<file path="src/rtl/mem_arbiter.sv">
// Round-robin arbiter sharing one memory port among NCORES multicycle cores.
// Each access: one arbitration cycle, WAIT_CYCLES+1 busy cycles, one ack cycle.
module mem_arbiter #(
    parameter int unsigned NCORES      = 2,
    parameter int unsigned AW          = 32,
    parameter int unsigned DW          = 32,
    parameter int unsigned WAIT_CYCLES = 1
) (
    input  logic                 clk,
    input  logic                 reset,
    input  logic [NCORES-1:0]    req,
    input  logic [NCORES-1:0]    we,
    input  logic [NCORES*AW-1:0] addr,
    input  logic [NCORES*DW-1:0] wdata,
    output logic [NCORES-1:0]    gnt,
    output logic [NCORES-1:0]    ack,
    output logic [DW-1:0]        rdata,
    output logic [NCORES-1:0]    stall,
    output logic                 mem_en,
    output logic                 mem_we,
    output logic [AW-1:0]        mem_addr,
    output logic [DW-1:0]        mem_wdata,
    input  logic [DW-1:0]        mem_rdata
);

    localparam int unsigned PW = (NCORES > 2) ? $clog2(NCORES) : 1;
    localparam int unsigned CW = 4;

    typedef enum logic [1:0] {
        StIdle,
        StBusy,
        StResp
    } state_e;

    state_e            state_q, state_d;
    logic [PW-1:0]     rr_ptr_q, rr_ptr_d;
    logic [CW-1:0]     cnt_q, cnt_d;
    logic [NCORES-1:0] gnt_q, gnt_d;
    logic [NCORES-1:0] ack_q, ack_d;
    logic [DW-1:0]     rdata_q, rdata_d;
    logic              mem_en_q, mem_en_d;
    logic              mem_we_q, mem_we_d;
    logic              we_lat_q, we_lat_d;
    logic [AW-1:0]     addr_q, addr_d;
    logic [DW-1:0]     wdata_q, wdata_d;

    logic              found;
    logic [PW-1:0]     winner;
    logic [PW:0]       idx;

    // First requester scanning upward from the core after the last winner.
    always_comb begin
        found  = 1'b0;
        winner = '0;
        idx    = '0;
        for (int unsigned i = 1; i <= NCORES; i++) begin
            idx = {1'b0, rr_ptr_q} + (PW+1)'(i);
            if (idx >= (PW+1)'(NCORES)) begin
                idx = idx - (PW+1)'(NCORES);
            end
            if (!found && req[idx[PW-1:0]]) begin
                found  = 1'b1;
                winner = idx[PW-1:0];
            end
        end
    end

    always_comb begin
        state_d  = state_q;
        rr_ptr_d = rr_ptr_q;
        cnt_d    = cnt_q;
        gnt_d    = gnt_q;
        ack_d    = '0;
        rdata_d  = rdata_q;
        mem_en_d = mem_en_q;
        mem_we_d = 1'b0;
        we_lat_d = we_lat_q;
        addr_d   = addr_q;
        wdata_d  = wdata_q;
        unique case (state_q)
            StIdle: begin
                if (found) begin
                    state_d        = StBusy;
                    rr_ptr_d       = winner;
                    cnt_d          = CW'(WAIT_CYCLES);
                    gnt_d          = '0;
                    gnt_d[winner]  = 1'b1;
                    we_lat_d       = we[winner];
                    mem_we_d       = we[winner];
                    mem_en_d       = 1'b1;
                    addr_d         = addr[winner*AW +: AW];
                    wdata_d        = wdata[winner*DW +: DW];
                end
            end
            StBusy: begin
                if (cnt_q == '0) begin
                    state_d  = StResp;
                    mem_en_d = 1'b0;
                    ack_d    = gnt_q;
                    if (!we_lat_q) begin
                        rdata_d = mem_rdata;
                    end
                end else begin
                    cnt_d = cnt_q - CW'(1);
                end
            end
            StResp: begin
                state_d = StIdle;
                gnt_d   = '0;
                addr_d  = '0;
                wdata_d = '0;
            end
            default: begin
                state_d = StIdle;
            end
        endcase
    end

    always_ff @(posedge clk or posedge reset) begin
        if (reset) begin
            state_q  <= StIdle;
            rr_ptr_q <= PW'(NCORES - 1);
            cnt_q    <= '0;
            gnt_q    <= '0;
            ack_q    <= '0;
            rdata_q  <= '0;
            mem_en_q <= 1'b0;
            mem_we_q <= 1'b0;
            we_lat_q <= 1'b0;
            addr_q   <= '0;
            wdata_q  <= '0;
        end else begin
            state_q  <= state_d;
            rr_ptr_q <= rr_ptr_d;
            cnt_q    <= cnt_d;
            gnt_q    <= gnt_d;
            ack_q    <= ack_d;
            rdata_q  <= rdata_d;
            mem_en_q <= mem_en_d;
            mem_we_q <= mem_we_d;
            we_lat_q <= we_lat_d;
            addr_q   <= addr_d;
            wdata_q  <= wdata_d;
        end
    end

    assign gnt       = gnt_q;
    assign ack       = ack_q;
    assign rdata     = rdata_q;
    assign mem_en    = mem_en_q;
    assign mem_we    = mem_we_q;
    assign mem_addr  = addr_q;
    assign mem_wdata = wdata_q;
    assign stall     = req & ~ack_q;

    // The port has a single owner, and only the owner is acknowledged.
    assert property (@(posedge clk) disable iff (reset) $onehot0(gnt_q));
    assert property (@(posedge clk) disable iff (reset) $onehot0(ack_q));
    assert property (@(posedge clk) disable iff (reset) (ack_q != '0) |-> (ack_q == gnt_q));

endmodule

</file>
<file path="config.mk">
export PLATFORM = sky130hd
export DESIGN_NAME = mem_arbiter
export DESIGN_NICKNAME = d
export VERILOG_FILES = /design/src/rtl/mem_arbiter.sv
export SDC_FILE = /design/constraint.sdc
export NUM_CORES = 1
export LEC_CHECK = 0
export ABC_AREA = 1
export ABC_CLOCK_PERIOD_IN_PS = 6900
export CELL_PAD_IN_SITES_DETAIL_PLACEMENT = 1
export CELL_PAD_IN_SITES_GLOBAL_PLACEMENT = 1
export CORE_ASPECT_RATIO = 0.8
export CORE_MARGIN = 8
export CORE_UTILIZATION = 30
export CTS_BUF_LIST = sky130_fd_sc_hd__clkbuf_4
export DETAILED_ROUTE_END_ITERATION = 10
export PLACE_DENSITY = 0.86
export SLEW_MARGIN = 15
export SYNTH_ARGS = -nofsm -noshare
export SYNTH_HDL_FRONTEND = slang
export SYNTH_SLANG_ARGS = --single-unit
</file>
<file path="constraint.sdc">
create_clock -name clk -period 6.9 [get_ports clk]
set_clock_uncertainty 0.05 [all_clocks]
set_input_delay 1.725 -clock clk [delete_from_list [all_inputs] [get_ports clk]]
set_output_delay 1.725 -clock clk [all_outputs]
set_load 0.01 [all_outputs]
</file>
==> results of run 1 <==
==> how the worst min path moves through the flow <==
stage                          from         to  slack [ns]  depth (start not counted)
after floorplan            rr_ptr_q   rr_ptr_q        0.39                          2
after global placement    rdata[12]  rdata[12]        0.40                          2
after detailed placement  rdata[13]  rdata[13]        0.41                          2
after CTS                 rdata[17]  rdata[17]        0.44                          2
after global routing       rr_ptr_q   rr_ptr_q        0.46                          2
final                     rdata[17]  rdata[17]        0.44                          2
==> layout make-up <==
class,instances,area (sq um)
Tap cell,220,275
Antenna cell,1,2.50
Multi-Input combinational cell,403,1870
Fill cell,1955,8460
Timing Repair Buffer,274,2730
Sequential cell,110,2750
Clock inverter,5,58.8
Inverter,16,65.1
Clock buffer,11,82.6
==> cell usage in the layout (no fill, tap or decap), types with 5 or more instances in the layout <==
cell             Yosys  layout
nand2_1            207     207
nor2_1              14      14
nand3_1            149     149
clkdlybuf4s50_1      0     269
clkbuf_4             0      11
inv_1               11      10
dfrtp_1            109     109
buf_4               14       5
nand3_2             13      13
o21ai_0              5       5
==> report_power, final <==
group | internal [mW] | leakage [nW] | switching [mW]
clock network | 0.120 | 0.0751 | 0.215
logic | 0.841 | 2.06 | 1.00
registers | 0.964 | 1.35 | 0.169
==> cells by family after synthesis <==
logic type / count (synthesis)
adders and majority gates: 2
and+or+nand+nor: 390
AOI/OAI and AO/OA: 10
buffers and inverters: 51
xor gates and xnor gates: 1
DFF: 110
==> state kept, by name (all words and copies together), names as in the netlist <==
register,cells
ack,2
mem_wdata,32
rdata,32
state_q,2
cnt_q,4
mem_we,1
mem_addr,32
rr_ptr_q,1
mem_en,1
gnt,2
we_lat_q,1
==> synth_stat cells <==
cell | count | area, sq um
inv_1 | 11 | 41.3
dfstp_2 | 1 | 26.3
inv_2 | 3 | 11.3
buf_2 | 10 | 50.1
inv_4 | 1 | 6.26
nand4_1 | 1 | 6.26
buf_6 | 7 | 78.8
nor2_4 | 2 | 22.5
o22ai_1 | 1 | 6.26
nand2_2 | 2 | 12.5
nand2_1 | 207 | 777
nor2_2 | 1 | 6.26
o21ai_2 | 3 | 26.3
nand2_4 | 1 | 11.3
clkbuf_1 | 4 | 15.0
ha_1 | 2 | 25.0
xor2_1 | 1 | 8.76
clkinv_1 | 1 | 3.75
dfrtp_1 | 109 | 2730
buf_4 | 14 | 105
nand3_2 | 13 | 130
nand3_1 | 149 | 746
o21ai_0 | 5 | 25.0
a21oi_1 | 1 | 5.00
nor2_1 | 14 | 52.6
==> routing by layer <==
metal / vias to the layer above / wire length (um) / track usage (%)
met2: 141 / 9310 / 30.7
met5: - / 0 / 0
met1: 2379 / 8140 / 22.3
li1: 2332 / - / -
met3: 23 / 1040 / 5.13
met4: 0 / 347 / 5.20
==> through the flow <==
stage | utilization, % | std cells | power (mW) | area (sq um) | setup slack (ns)
2_1_floorplan | - | 564 | 2.12 | 4930 | 2.22
3_3_place_gp | 47.2 | 1023 | 2.97 | 7690 | 2.14
3_5_place_dp | 47.2 | 1023 | 3.03 | 7690 | 2.12
4_1_cts | 48.1 | 1039 | 3.37 | 7830 | 2.12
5_1_grt | 48.1 | 1040 | 3.58 | 7830 | 2.09
6_report | 48.1 | 1040 | 3.31 | 7830 | 2.13
==> worst register-to-register path, delay by kind of cell, from the launching register on <==
| kind | cells | cell delay (ns) |
|---|---|---|
| buf+inv | 1 | 0.85 |
| compound gates | 1 | 0.15 |
| flops | 1 | 0.47 |
| simple gates | 4 | 0.95 |
==> impl_results.md, run 1 <==
* Synth Area in Compound Gates at under 10%
* Worst setup path end: stall[1]
* Post-synthesis xor/xnor area fraction at less than 1%
* Layout area overhead at 59.0%
* Setup TNS at 0 ns
* PwrDens at ~420 mW/mm^2
* Crit share post-route at 69.2%
* Final setup viols at 0
* Peak supply drop at about 0.00019 V
* Adder-Cell Fraction of Synth Area at less than 1%
* Yosys reg bits at 110
* Top Ports at 270
* Worst path depth at 4
* Final WL at about 19000 um
* CTS Buf Count at 9
* Full die area at 0.0208 sq mm
* R2R Path Start: state_q[1]
* Seq/Total Area, Yosys at 55.9%
* Post-synthesis mux area share at 0%
* Clk root buf: clkbuf_4
* Critical path startpoint: req[1]
* Worst Tran Pin Value at 0.884 ns
* Htree depth at 3
* Port Buf Inserts at 269
* Synth Area in Simple Gates at ~36%
* WP buf/inv at 3
* Final global-route overflow total at 0
* Data arrival, critical path at approximately 3.0 ns
* Top cell by count, worst path: clkdlybuf4s50_1
* Status: finished, final reports clean
* TritonCTS clock tree: done
* Leakage at about 3.5 nW
* Gate count of the mapped netlist at 564
* Largest net degree at the start of global routing at 66
* Vias/cell at between 4 and 5
* Post-synth cell types at 25
* DRC Markers at 0
* Post-CTS Setup Inserts at 0
* First-pass GRT wire length at 29800 um
* CP Data Required Time at around 5.1 ns
* Critical path class: in -> out
* Slowest-stage cell, CP: clkdlybuf4s50_1
* Die Height at roughly 130 um
* DP HPWL at around 14000 um
* Worst reg2reg path depth at 6
* Mapped cell area at between 0.004 and 0.005 sq mm
* Biggest cell delay along the critical path at approximately 0.57 ns
* FF-to-FF setup slack at roughly 4.4 ns
* Worst setup EP type: output pin
* Main combinational cell family by area after synthesis: simple AND/OR/NAND/NOR gates
* Slew Limit Fails at 0
* Clock Tree Buf Depth at 2
* Initial Utilization at between 30% and 40%
* WL/cell at around 18 um
* Via Count at 4875
* Clk sinks at 110
* Gpl congestion at between 0.7 and 0.8
* Reg clk slew, reported paths at about 0.16 ns
* Die width at roughly 160 um
* Final Hold Vio Count at 0
* CORE AREA at roughly 0.016 sq mm
* DRT Pass-1 Iters at 4
* Iteration-0 DRC Markers at about 270
* Yosys warning total at 0
* Hold Crit Class: reg -> reg
* Slew HR at 41.0%
* Max-Cap Viols at 0
* Min Hold Slack at ~0.44 ns
* Clk_lat worst skew at about 0.47 ns
* Worst-path fanout max at 5
* All-Layer GR Usage at a little under a fifth
* Syn nets at 732
* RR Endpoint: mem_addr[30]
* Cell family with most CP delay: buffers and inverters
* # nets final at 982
* Syn avg cell area at between 8 and 9 sq um
* Post-layout min period at 4.77 ns
* # rows at 42
* Layout cell share with drive strength beyond 1 at just under 6%
* CP Launch Type: input pin
* Post-cts hold buffer count at 0
* FMAX at roughly 210 MHz
* RSZ-0062 raised after global routing: no
* Vias in the first global route at ~5300
* Post-route ant nets at 0
* Post_cts resized at 0
* Cell chain of the critical path: clkdlybuf4s50_1, inv_1, nor2_1, clkdlybuf4s50_1
* Initial antenna violation count at 1
No activity file was read; power rests on OpenSTA's default activity.
==> run 2, diff against run 1 <==
--- a/config.mk
+++ b/config.mk
@@ -6,15 +6,15 @@
 export NUM_CORES = 1
 export LEC_CHECK = 0
 export ABC_AREA = 1
-export ABC_CLOCK_PERIOD_IN_PS = 6900
+export ABC_CLOCK_PERIOD_IN_PS = 3900
 export CELL_PAD_IN_SITES_DETAIL_PLACEMENT = 1
 export CELL_PAD_IN_SITES_GLOBAL_PLACEMENT = 1
 export CORE_ASPECT_RATIO = 0.8
 export CORE_MARGIN = 8
-export CORE_UTILIZATION = 30
+export CORE_UTILIZATION = 25
 export CTS_BUF_LIST = sky130_fd_sc_hd__clkbuf_4
 export DETAILED_ROUTE_END_ITERATION = 10
-export PLACE_DENSITY = 0.86
+export PLACE_DENSITY = 0.77
 export SLEW_MARGIN = 15
 export SYNTH_ARGS = -nofsm -noshare
 export SYNTH_HDL_FRONTEND = slang
==> constraint.sdc (replaced) <==
create_clock -name clk -period 3.9 [get_ports clk]
set_clock_uncertainty 0.05 [all_clocks]
set_input_delay 0.975 -clock clk [delete_from_list [all_inputs] [get_ports clk]]
set_output_delay 0.975 -clock clk [all_outputs]
set_load 0.01 [all_outputs]
==> impl_results.md, run 2 (same netlist as run 1, synthesis figures left out) <==
* Initial antenna violation count at 1
* PwrDens at around 740 mW/mm^2
* # nets final at 985
* Commonest non-fill, non-tap cell in the layout: clkdlybuf4s50_1
* Commonest non-fill, non-tap cells in the layout: clkdlybuf4s50_1, nand2_1, nand3_1
* Iteration-0 DRC Markers at ~240
* DP HPWL at ~14000 um
* Setup TNS at 0 ns
* CTS Buf Count at 9
* Worst Tran Pin Value at roughly 0.74 ns
* Setup ws final at 0.635 ns
* Die Height at around 140 um
* Fillers at approximately 2300
* Clk_lat worst skew at approximately 0.48 ns
* Leakage at 3.51 nW
* Hold Crit Class: reg -> reg
* Reg clk slew, reported paths at approximately 0.17 ns
* Clk root buf: clkbuf_4
* Layout area overhead at 61.3%
* DRC Markers at 0
* Worst-path fanout max at 5
* # rows at 46
* Clock Tree Buf Depth at 2
* Status: finished, final reports clean
* Post-cts hold buffer count at 0
* Final Hold Vio Count at 0
* All-Layer GR Usage at between 10% and 20%
* DRT Pass-1 Iters at 4
* First-pass GRT wire length at 30000 um
* Htree depth at 3
* RSZ-0062 raised after global routing: no
* Gpl congestion at around 0.76
* Post-route ant nets at 0
* Data arrival, critical path at ~2.2 ns
* Port Buf Inserts at ~270
* WL/cell at around 18 um
* FMAX at about 310 MHz
* Vias/cell at ~4.5
* Pre-CTS WS at approximately 0.63 ns
* Initial Utilization at between 20% and 30%
* Post-layout min period at roughly 3.3 ns
* Worst setup EP type: output pin
* Final WL at 19300 um
* TritonCTS clock tree: done
* Slew Limit Fails at 0
* Critical path class: in -> out
* CORE AREA at 0.0196 sq mm
* Final global-route overflow total at 0
* Peak supply drop at slightly below 0.0003 V
* Full die area at about 0.024 sq mm
* CP Data Required Time at 2.87 ns
* Vias in the first global route at a little over 5000
* CP Launch Type: input pin
* Clk sinks at 110
* Top Ports at 270
* Die width at about 170 um
* Post-CTS Setup Inserts at 0
* Slew HR at about half
* Max-Cap Viols at 0
* Crit share post-route at 83.7%
* Layout cell share with drive strength beyond 1 at between 6 and 7%
* Largest net degree at the start of global routing at 66
* Final setup viols at 0
* Post_cts resized at 0
* Via Count at around 4800
## run 2: cell count changes in the layout (fill, tap and decap cells not counted), sizes merged
cell,delta
clkbuf,-2
bufinv,-1
clkinvlp,+1
clkinv,+1
buf,+3
inv,+1
## run 2: per-stage QoR
stage / instance area [sq um] / std cells / util, % / power (mW) / hold WS, ns
3_5_place_dp: 7820 / 1070 / 40.0 / 5.41 / 0.408
6_report: 7950 / 1087 / 40.6 / 5.86 / 0.439
4_1_cts: 7940 / 1086 / 40.6 / 6.00 / 0.447
5_1_grt: 7950 / 1087 / 40.6 / 6.35 / 0.462
2_1_floorplan: 4930 / 564 / - / 3.76 / 0.394
3_3_place_gp: 7820 / 1070 / 40.0 / 5.30 / 0.403
## run 2: worst max-delay path: stages
cell	delay (ns)
clkdlybuf4s50_1	0.58
inv_1	0.06
nor2_1	0.08
clkdlybuf4s50_1	0.54
## run 2: final timing paths
kind	startpoint	endpoint	slack, ns	cells past startpoint
worst max-delay path	req[1]	stall[1]	0.64	4
worst min-delay path	rdata[11]	rdata[11]	0.44	2
worst max register to register	state_q[1]	mem_addr[14]	1.85	6
worst min register to register	rdata[11]	rdata[11]	0.44	2
max in group asynchronous	reset	mem_addr[23]	2.17	3
min in group asynchronous	reset	mem_wdata[5]	0.89	2
## run 2: report_power, final
part | switching (mW) | total, mW | internal, mW | leakage (nW)
logic | 1.79 | 3.30 | 1.51 | 2.09
registers | 0.290 | 1.99 | 1.70 | 1.35
clock network | 0.422 | 0.563 | 0.141 | 0.0665
## run 2: layout make-up
cell class	instances	area (sq um)	area share, %
Sequential cell	110	2750	34.7
Inverter	16	66.3	0.835
Timing Repair Buffer	277	2800	35.3
Clock buffer	9	67.6	0.850
Clock inverter	7	57.6	0.724
Antenna cell	1	2.50	0.0315
Tap cell	264	330	4.16
Multi-Input combinational cell	403	1870	23.5
## run 2: layer usage
layer | share of wire (%) | global-route usage (%) | up-vias
met5 | 0 | 0 | -
met4 | 2.7 | 5.66 | 0
met3 | 5.8 | 4.59 | 27
met2 | 49 | 25.5 | 150
met1 | 43 | 18.9 | 2331
li1 | - | - | 2335
==> run 3, diff against run 2 <==
--- a/config.mk
+++ b/config.mk
@@ -6,15 +6,15 @@
 export NUM_CORES = 1
 export LEC_CHECK = 0
 export ABC_AREA = 1
-export ABC_CLOCK_PERIOD_IN_PS = 3900
+export ABC_CLOCK_PERIOD_IN_PS = 3200
 export CELL_PAD_IN_SITES_DETAIL_PLACEMENT = 1
 export CELL_PAD_IN_SITES_GLOBAL_PLACEMENT = 1
 export CORE_ASPECT_RATIO = 0.8
 export CORE_MARGIN = 8
-export CORE_UTILIZATION = 25
+export CORE_UTILIZATION = 28
 export CTS_BUF_LIST = sky130_fd_sc_hd__clkbuf_4
 export DETAILED_ROUTE_END_ITERATION = 10
-export PLACE_DENSITY = 0.77
+export PLACE_DENSITY = 0.81
 export SLEW_MARGIN = 15
 export SYNTH_ARGS = -nofsm -noshare
 export SYNTH_HDL_FRONTEND = slang
==> constraint.sdc (replaced) <==
create_clock -name clk -period 3.2 [get_ports clk]
set_clock_uncertainty 0.05 [all_clocks]
set_input_delay 0.8 -clock clk [delete_from_list [all_inputs] [get_ports clk]]
set_output_delay 0.8 -clock clk [all_outputs]
set_load 0.01 [all_outputs]
==> impl_results.md, run 3 (same netlist as run 1, synthesis figures left out) <==
* Die width at between 150 and 200 um
* RSZ-0062 raised after global routing: no
* NetSw at 3.02 mW
* Gpl congestion at roughly 0.74
* Min Hold Slack at approximately 0.44 ns
* PwrDens at 905 mW/mm^2
* Initial Utilization at between 20% and 30%
* CORE AREA at approximately 0.017 sq mm
* Top Ports at 270
* Layout area overhead at 60.9%
* Setup ws final at roughly 0.29 ns
* Util after Layout at a little under half
* First-pass GRT wire length at roughly 30000 um
* Clk root buf: clkbuf_4
* Post-route ant nets at 0
* # rows at 43
* Post-cts hold buffer count at 0
* Vias/cell at roughly 4.7
* Htree depth at 3
* FMAX at around 340 MHz
* Worst-path fanout max at 5
* Final setup viols at 0
* All-Layer GR Usage at approximately 17%
* Commonest non-fill, non-tap cells in the layout: clkdlybuf4s50_1, nand2_1, nand3_1
* Post-layout min period at roughly 2.9 ns
* Highest metal used: met4
* Post-CTS Setup Inserts at 0
* Logic pwr share at around 57%
* Clk sinks at between 100 and 150
* Leakage at roughly 3.5 nW
* Routed met2 length at between 9000 and 10000 um
* Pint at 4.15 mW
* Max-Cap Viols at 0
* CP Launch Type: input pin
* Status: finished, final reports clean
* Post-place instance area at 0.00781 sq mm
* # nets final at 989
* Die Height at between 100 and 150 um
* CP Data Required Time at approximately 2.4 ns
* Iteration-0 DRC Markers at ~200
* CTS Buf Count at 9
* Peak supply drop at 0.000363 V
* Initial antenna violation count at 1
* DP HPWL at around 15000 um
* Layout cell share with drive strength beyond 1 at between 6 and 7%
* Hold Crit Class: reg -> reg
* Vias in the first global route at about 5300
* Reg clk slew, reported paths at about 0.15 ns
* Met3 Routed Length at roughly 1500 um
* Met1 WL at around 8100 um
* Critical path class: in -> out
* Clock Tree Buf Depth at 2
* Final WL at roughly 19000 um
* Data arrival, critical path at about 2.1 ns
* Final global-route overflow total at 0
* Slew Limit Fails at 0
* DRC Markers at 0
* Post-route insts no fill at about 1100
* Commonest non-fill, non-tap cell in the layout: clkdlybuf4s50_1
* Largest net degree at the start of global routing at between 60 and 70
* Cells after DPL at 1035
* Full die area at about 0.022 sq mm
* Pre-CTS WS at approximately 0.28 ns
* Cell area after layout at slightly below 0.008 sq mm
* Switching share of power at a little over two fifths
* Worst setup EP type: output pin
* DRT Pass-1 Iters at 4
* Clk_lat worst skew at between 0.4 and 0.5 ns
* Total power at approximately 7.2 mW
* Setup TNS at 0 ns
* Slew HR at roughly 44%
* Clk pwr share at under 10%
* Post_cts resized at 0
* Worst Tran Pin Value at ~0.84 ns
* WL/cell at approximately 18 um
* Final Hold Vio Count at 0
* TritonCTS clock tree: done
* Port Buf Inserts at 269
* Crit share post-route at between 90 and 100%
* Register share of total power at 34.2%
* Via Count at between 4000 and 5000
## run 3: layer usage
layer / vias to the layer above / global-route usage [%]
met2: 163 / 28.7
met3: 18 / 5.35
met5: - / 0
li1: 2346 / -
met1: 2393 / 21.6
met4: 0 / 4.39
## run 3: critical path: stages
cell	delay [ns]
clkdlybuf4s50_1	0.57
inv_1	0.07
nor2_1	0.08
clkdlybuf4s50_1	0.54
## run 3: cell type report
class                           count  area [sq um]
Fill cell                        2062          9350
Timing Repair Buffer              281          2850
Sequential cell                   110          2750
Multi-Input combinational cell    403          1870
Tap cell                          225           282
Clock buffer                       11          82.6
Inverter                           16          66.3
Clock inverter                      5          26.3
Antenna cell                        1          2.50
## run 3: worst paths after layout
path | from | end | slack, ns | cells past startpoint
max | req[1] | stall[1] | 0.29 | 4
min | rdata[12] | rdata[12] | 0.44 | 2
max reg2reg | state_q[1] | mem_addr[8] | 1.20 | 6
min reg2reg | rdata[12] | rdata[12] | 0.44 | 2
max in group asynchronous | reset | rr_ptr_q | 1.77 | 3
min in group asynchronous | reset | rdata[23] | 0.65 | 2
## run 3: power groups by stage
stage,clock [mW],combinational [mW],sequential (mW)
finish,0.630,4.09,2.45
global route,0.714,4.51,2.54
CTS,0.671,4.20,2.45
detailed placement,0,4.18,2.49
global placement,0,4.10,2.44
floorplan,0,1.84,2.74
